File: src/rtl/rect_buffer_writer.sv
// rtl/rect_buffer_writer.sv - steers a raster pixel stream into a 2x2-interleaved, 4-bank line buffer
// Tracks completed rows and back-pressures the source so rows still in use are never overwritten.
module rect_buffer_writer #(
  parameter int buffer_w    = 2048,
  parameter int buffer_h    = 32,
  parameter int buf_length  = buffer_w * buffer_h / 4,
  parameter int buf_len_log = $clog2(buf_length)
) (
  input  logic                        buf_read_clk,
  input  logic                        reset,
  input  logic [15:0]                 pix_in,
  input  logic                        pix_in_valid,
  input  logic                        pix_in_sof,
  output logic                        pix_in_ready,
  input  logic                        row_release,
  output logic [63:0]                 buf_wr_data,
  output logic [59:0]                 buf_wr_address,
  output logic [3:0]                  buf_wr_en,
  output logic [$clog2(buffer_h):0]   rows_in_use,
  output logic                        row_done,
  output logic                        sof_err
);

  localparam int W_LOG = $clog2(buffer_w);
  localparam int H_LOG = $clog2(buffer_h);
  localparam logic [H_LOG:0] ROWS_FULL = (H_LOG + 1)'(buffer_h);

  logic [W_LOG-1:0]       col_cnt_q, col_cnt_d, col_eff;
  logic [H_LOG-1:0]       row_cnt_q, row_cnt_d;
  logic [H_LOG:0]         rows_q, rows_d;
  logic [3:0]             wr_en_q, wr_en_d;
  logic [15:0]            wr_pix_q, wr_pix_d;
  logic [14:0]            wr_addr_q, wr_addr_d;
  logic                   row_done_q, row_done_d;
  logic                   sof_err_q, sof_err_d;
  logic                   accept, restart, row_end;
  logic [buf_len_log-1:0] row_part, col_part;

  assign pix_in_ready = !reset && (rows_q != ROWS_FULL);
  assign accept       = pix_in_valid && pix_in_ready;
  // A mid-row SOF restarts the same physical row at column 0.
  assign restart      = pix_in_sof && (col_cnt_q != '0);
  assign col_eff      = restart ? '0 : col_cnt_q;
  assign row_end      = accept && (&col_eff);

  assign row_part = buf_len_log'(row_cnt_q >> 1) << (W_LOG - 1);
  assign col_part = buf_len_log'(col_eff >> 1);

  always_comb begin
    col_cnt_d  = col_cnt_q;
    row_cnt_d  = row_cnt_q;
    rows_d     = rows_q;
    wr_en_d    = 4'b0000;
    wr_pix_d   = wr_pix_q;
    wr_addr_d  = wr_addr_q;
    row_done_d = 1'b0;
    sof_err_d  = 1'b0;
    if (accept) begin
      wr_en_d   = 4'b0001 << {row_cnt_q[0], col_eff[0]};
      wr_pix_d  = pix_in;
      wr_addr_d = 15'(row_part + col_part);
      sof_err_d = restart;
      col_cnt_d = col_eff + W_LOG'(1);
      if (row_end) begin
        row_cnt_d  = row_cnt_q + H_LOG'(1);
        row_done_d = 1'b1;
      end
    end
    // Simultaneous completion and release cancel out.
    if (row_end && !row_release) begin
      rows_d = rows_q + (H_LOG + 1)'(1);
    end else if (!row_end && row_release && (rows_q != '0)) begin
      rows_d = rows_q - (H_LOG + 1)'(1);
    end
  end

  always_ff @(posedge buf_read_clk) begin
    if (reset) begin
      col_cnt_q  <= '0;
      row_cnt_q  <= '0;
      rows_q     <= '0;
      wr_en_q    <= '0;
      wr_pix_q   <= '0;
      wr_addr_q  <= '0;
      row_done_q <= 1'b0;
      sof_err_q  <= 1'b0;
    end else begin
      col_cnt_q  <= col_cnt_d;
      row_cnt_q  <= row_cnt_d;
      rows_q     <= rows_d;
      wr_en_q    <= wr_en_d;
      wr_pix_q   <= wr_pix_d;
      wr_addr_q  <= wr_addr_d;
      row_done_q <= row_done_d;
      sof_err_q  <= sof_err_d;
    end
  end

  assign buf_wr_data    = {4{wr_pix_q}};
  assign buf_wr_address = {4{wr_addr_q}};
  assign buf_wr_en      = wr_en_q;
  assign rows_in_use    = rows_q;
  assign row_done       = row_done_q;
  assign sof_err        = sof_err_q;

endmodule

File: config.mk
export PLATFORM = sky130hd
export DESIGN_NAME = rect_buffer_writer
export DESIGN_NICKNAME = d
export VERILOG_FILES = /design/src/rtl/rect_buffer_writer.sv
export SDC_FILE = /design/constraint.sdc
export NUM_CORES = 1
export LEC_CHECK = 0
export ABC_AREA = 1
export CAP_MARGIN = 20
export CORE_MARGIN = 4
export CORE_UTILIZATION = 30
export CTS_CLUSTER_DIAMETER = 40
export DETAILED_ROUTE_END_ITERATION = 10
export REMOVE_ABC_BUFFERS = 1
export SLEW_MARGIN = 20
export SYNTH_ARGS = -nofsm -noshare
export SYNTH_HDL_FRONTEND = slang
export SYNTH_SLANG_ARGS = --single-unit
File: constraint.sdc
create_clock -name buf_read_clk -period 3.7 [get_ports buf_read_clk]
set_clock_uncertainty 0.2 [all_clocks]
set_input_delay 0.74 -clock buf_read_clk [delete_from_list [all_inputs] [get_ports buf_read_clk]]
set_output_delay 0.74 -clock buf_read_clk [all_outputs]
set_load 0.01 [all_outputs]
==> run_results.csv <==
group,metric,value,unit
detailed_routing,first_pass_iters,4,
logic_synthesis,ys.flop_type,"dfxtp_1",
placement,pre_cts_slack,-0.0179,ns
run,cap_violations,0,
power_and_ir_drop,p_leak,1.77,nW
floorplanning,die_y,113,um
worst_setup_path,cp-end-kind,"flip-flop",
global_route,grt_remaining_overflow,0,
floorplanning,die_area,0.0128,sq mm
worst_setup_path,critPathMaxFanout,5,
clock_tree,numCtsBuffers,9,
global_route,grt_pass1_wl,13.3,mm
final_layout,final_cells,657,
logic_synthesis,yosys.cell_types.count,33,
clock_tree,cts.repair.resized,0,
logic_synthesis,synth_area_leaders,"dfxtp_1 35%, buf_4 22%, nand2_1 10%, nand3_1 6.0%, a21oi_1 3.9%",
worst_hold_path,min-delay-path-class,"reg -> reg",
logic_synthesis,synth_top_area_share,0.350,
clock_tree,htree_levels,3,
logic_synthesis,ys_seq_elements,58,
final_layout,seqCellArea,0.00116,sq mm
logic_synthesis,synth_cells,443,
sta,hold_viol_final,0,
clock_tree,cts.reportedPaths.clkPinSlew,0.06,ns
worst_setup_path,r2r_start,"col_cnt_q[9]$_SDFFE_PP0P_",
sta,tns,0,ns
logic_synthesis,synth_common_cells,"95 x buf_4, 90 x nand2_1, 58 x dfxtp_1",
detailed_routing,drt_wl_total,8.25,mm
clock_tree,cts_buffer_depth,2,
sta,finalSetupViolations,0,
detailed_routing,viasPerCell,4.37,
final_layout,fill_cells,1088,
logic_synthesis,synth_top_area_cell,"dfxtp_1",
sta,rsz0062_at_grt,"false",
logic_synthesis,async_flop_share,0,
placement,port_buffers,153,
sta,setup_ws,0.269,ns
detailed_routing,dr_total_vias,2873,
power_and_ir_drop,report.power.total,0.00207,W
clock_tree,clock_sinks,58,
clock_tree,cts_post_setup_buffers_inserted,0,
final_layout,multiInputGateArea,0.00127,sq mm
detailed_routing,drt-initial-drc-count,133,
sta,maxSlewViolCount,0,
logic_synthesis,synth_edf_count,0,
sta,fin_crit_sh,0.927,
final_layout,n_antenna_cell,0,
sta,finalCriticalPeriod,3.43,ns
worst_setup_path,reg2reg_setup_slack,0.43,ns
placement,gp_congestion,0.821,
clock_tree,cts_tree,"done",
detailed_routing,drt_drc_violations_left,0,
logic_synthesis,yosysMostFrequentCell,"buf_4",
floorplanning,core_area,0.0108,sq mm
worst_setup_path,worst-setup-path-type,"in -> reg",
global_route,grt_usage,0.127,
floorplanning,start_util,0.306,
worst_setup_path,worstSetupEndpoint,"rows_in_use[5]$_SDFFE_PP0P_",
global_route,grt_max_degree,43,
detailed_routing,routedWlPerCell,12.5,um
global_route,antenna_found_initial,0,
worst_setup_path,critical_path_arrival,3.50,ns
power_and_ir_drop,vdd_drop_max,0.185,mV
placement,place_hpwl,6.12,mm
placement,dpl.cell_count,641,
worst_setup_path,critPathLaunchType,"input port",
final_layout,nNetsFinal,540,
clock_tree,clock_latency,0.34,ns
global_route,first_global_vias,2760,
logic_synthesis,synth_area,0.00331,sq mm
final_layout,final_layout_size_suffix_gt1_frac,0.0909,
logic_synthesis,ys_seq_area_frac,0.350,
sta,fmax,0.291,GHz
logic_synthesis,synth_warnings,0,
worst_setup_path,r2r_cells,21,
outcome,run_status,"finished, final reports clean",
floorplanning,die_w,113,um
power_and_ir_drop,pwr_density_cell,456,mW/mm^2
worst_setup_path,worstPathRequired,3.77,ns
floorplanning,ios,158,
clock_tree,cts_hold_buf,0,
clock_tree,cts-root-buf,"clkbuf_8",
floorplanning,num_rows,38,
logic_synthesis,syn_area_per_cell,7.48,sq um
final_layout,area_delta_synth_final,36.8,%
worst_setup_path,crit_start,"pix_in_sof",
detailed_routing,detail-route-antenna-nets,0,
worst_setup_path,timing.rr.end,"rows_in_use[5]$_SDFFE_PP0P_",
[where the power goes]
group          switching (W)  internal [W]  total (W)
clock network       0.000256      0.000347   0.000603
registers          0.0000687      0.000683   0.000751
logic               0.000357      0.000354   0.000712
[sequential cells by signal, summed over array words and instances (netlist names)]
signal / count
wr_pix_q: 16
wr_addr_q: 14
col_cnt_q: 11
rows_in_use: 6
row_cnt_q: 5
buf_wr_en: 4
row_done: 1
sof_err: 1
[per-layer routing]
metal | global-route usage | up-vias | wire length, um
li1 | - | 1457 | -
met1 | 0.166 | 1287 | 3640
met2 | 0.204 | 118 | 3900
met3 | 0.0337 | 11 | 596
met4 | 0.0433 | 0 | 111
met5 | 0 | - | 0
[layout by cell type, fill, tap and decap left out, drive strengths merged]
cell and count:
conb 4, inv 32, o211ai 1, nor4 1
o31ai 1, nand2 95, nand3 46, clkdlybuf4s50 153
clkinvlp 2, a31oi 1, nand4 7, clkinv 2
clkbuf 12, nor3 5, and3 1, fa 1
xor2 3, o21ai 14, a21oi 27, xnor2 3
buf 9, dfxtp 58, nor2 32, bufinv 1
ha 6
[layout make-up]
cell class | count | area share
clock buffer | 12 | 0.0342
clock inverter | 4 | 0.0110
inverter | 33 | 0.0276
multi-input combinational | 248 | 0.280
sequential | 58 | 0.256
tap | 140 | 0.0386
timing repair buffer | 162 | 0.353
[worst max-delay path, stage by stage]
cell             delay, ns
clkdlybuf4s50_1       0.45
nand2_2               0.10
inv_2                 0.04
nor2_1                0.13
ha_1                  0.18
inv_1                 0.06
nor2_2                0.12
inv_1                 0.05
nor2_1                0.11
nand4_1               0.25
ha_1                  0.42
a21oi_1               0.21
o21ai_0               0.11
a31oi_1               0.19
nand3_1               0.10
nand2_1               0.07
nand2_1               0.06
a21oi_2               0.11
[worst min-delay path by stage]
| stage | start | depth (start not counted) | endpoint | slack [ns] |
|---|---|---|---|---|
| floorplan | row_cnt_q[4]$_SDFFE_PP0P_ | 2 | row_cnt_q[4]$_SDFFE_PP0P_ | 0.23 |
| global placement | row_cnt_q[4]$_SDFFE_PP0P_ | 2 | row_cnt_q[4]$_SDFFE_PP0P_ | 0.25 |
| detailed placement | row_cnt_q[4]$_SDFFE_PP0P_ | 2 | row_cnt_q[4]$_SDFFE_PP0P_ | 0.26 |
| CTS | row_cnt_q[4]$_SDFFE_PP0P_ | 2 | row_cnt_q[4]$_SDFFE_PP0P_ | 0.27 |
| global route | row_cnt_q[4]$_SDFFE_PP0P_ | 2 | row_cnt_q[4]$_SDFFE_PP0P_ | 0.29 |
| finish | row_cnt_q[4]$_SDFFE_PP0P_ | 2 | row_cnt_q[4]$_SDFFE_PP0P_ | 0.27 |
[cells by family (layout without fill, tap and decap cells)]
group           after synthesis  after routing  share of synthesized area
fa+ha+maj                     7              7                     0.0287
simple gates                187            187                      0.264
other cells                   1              4                    0.00113
buf+inv                     140            211                      0.270
compound gates               44             44                     0.0695
xor+xnor                      6              6                     0.0159
flops                        58             58                      0.350
[metrics by stage]
step                cell area [sq um]  utilization  hold WS, ns
floorplan                        2550            -        0.235
global placement                 4330        0.399        0.247
detailed placement               4330        0.399        0.262
CTS                              4530        0.418        0.270
global route                     4530        0.418        0.295
finish                           4530        0.418        0.265
Note: power is estimated with default switching activity, not from simulation.
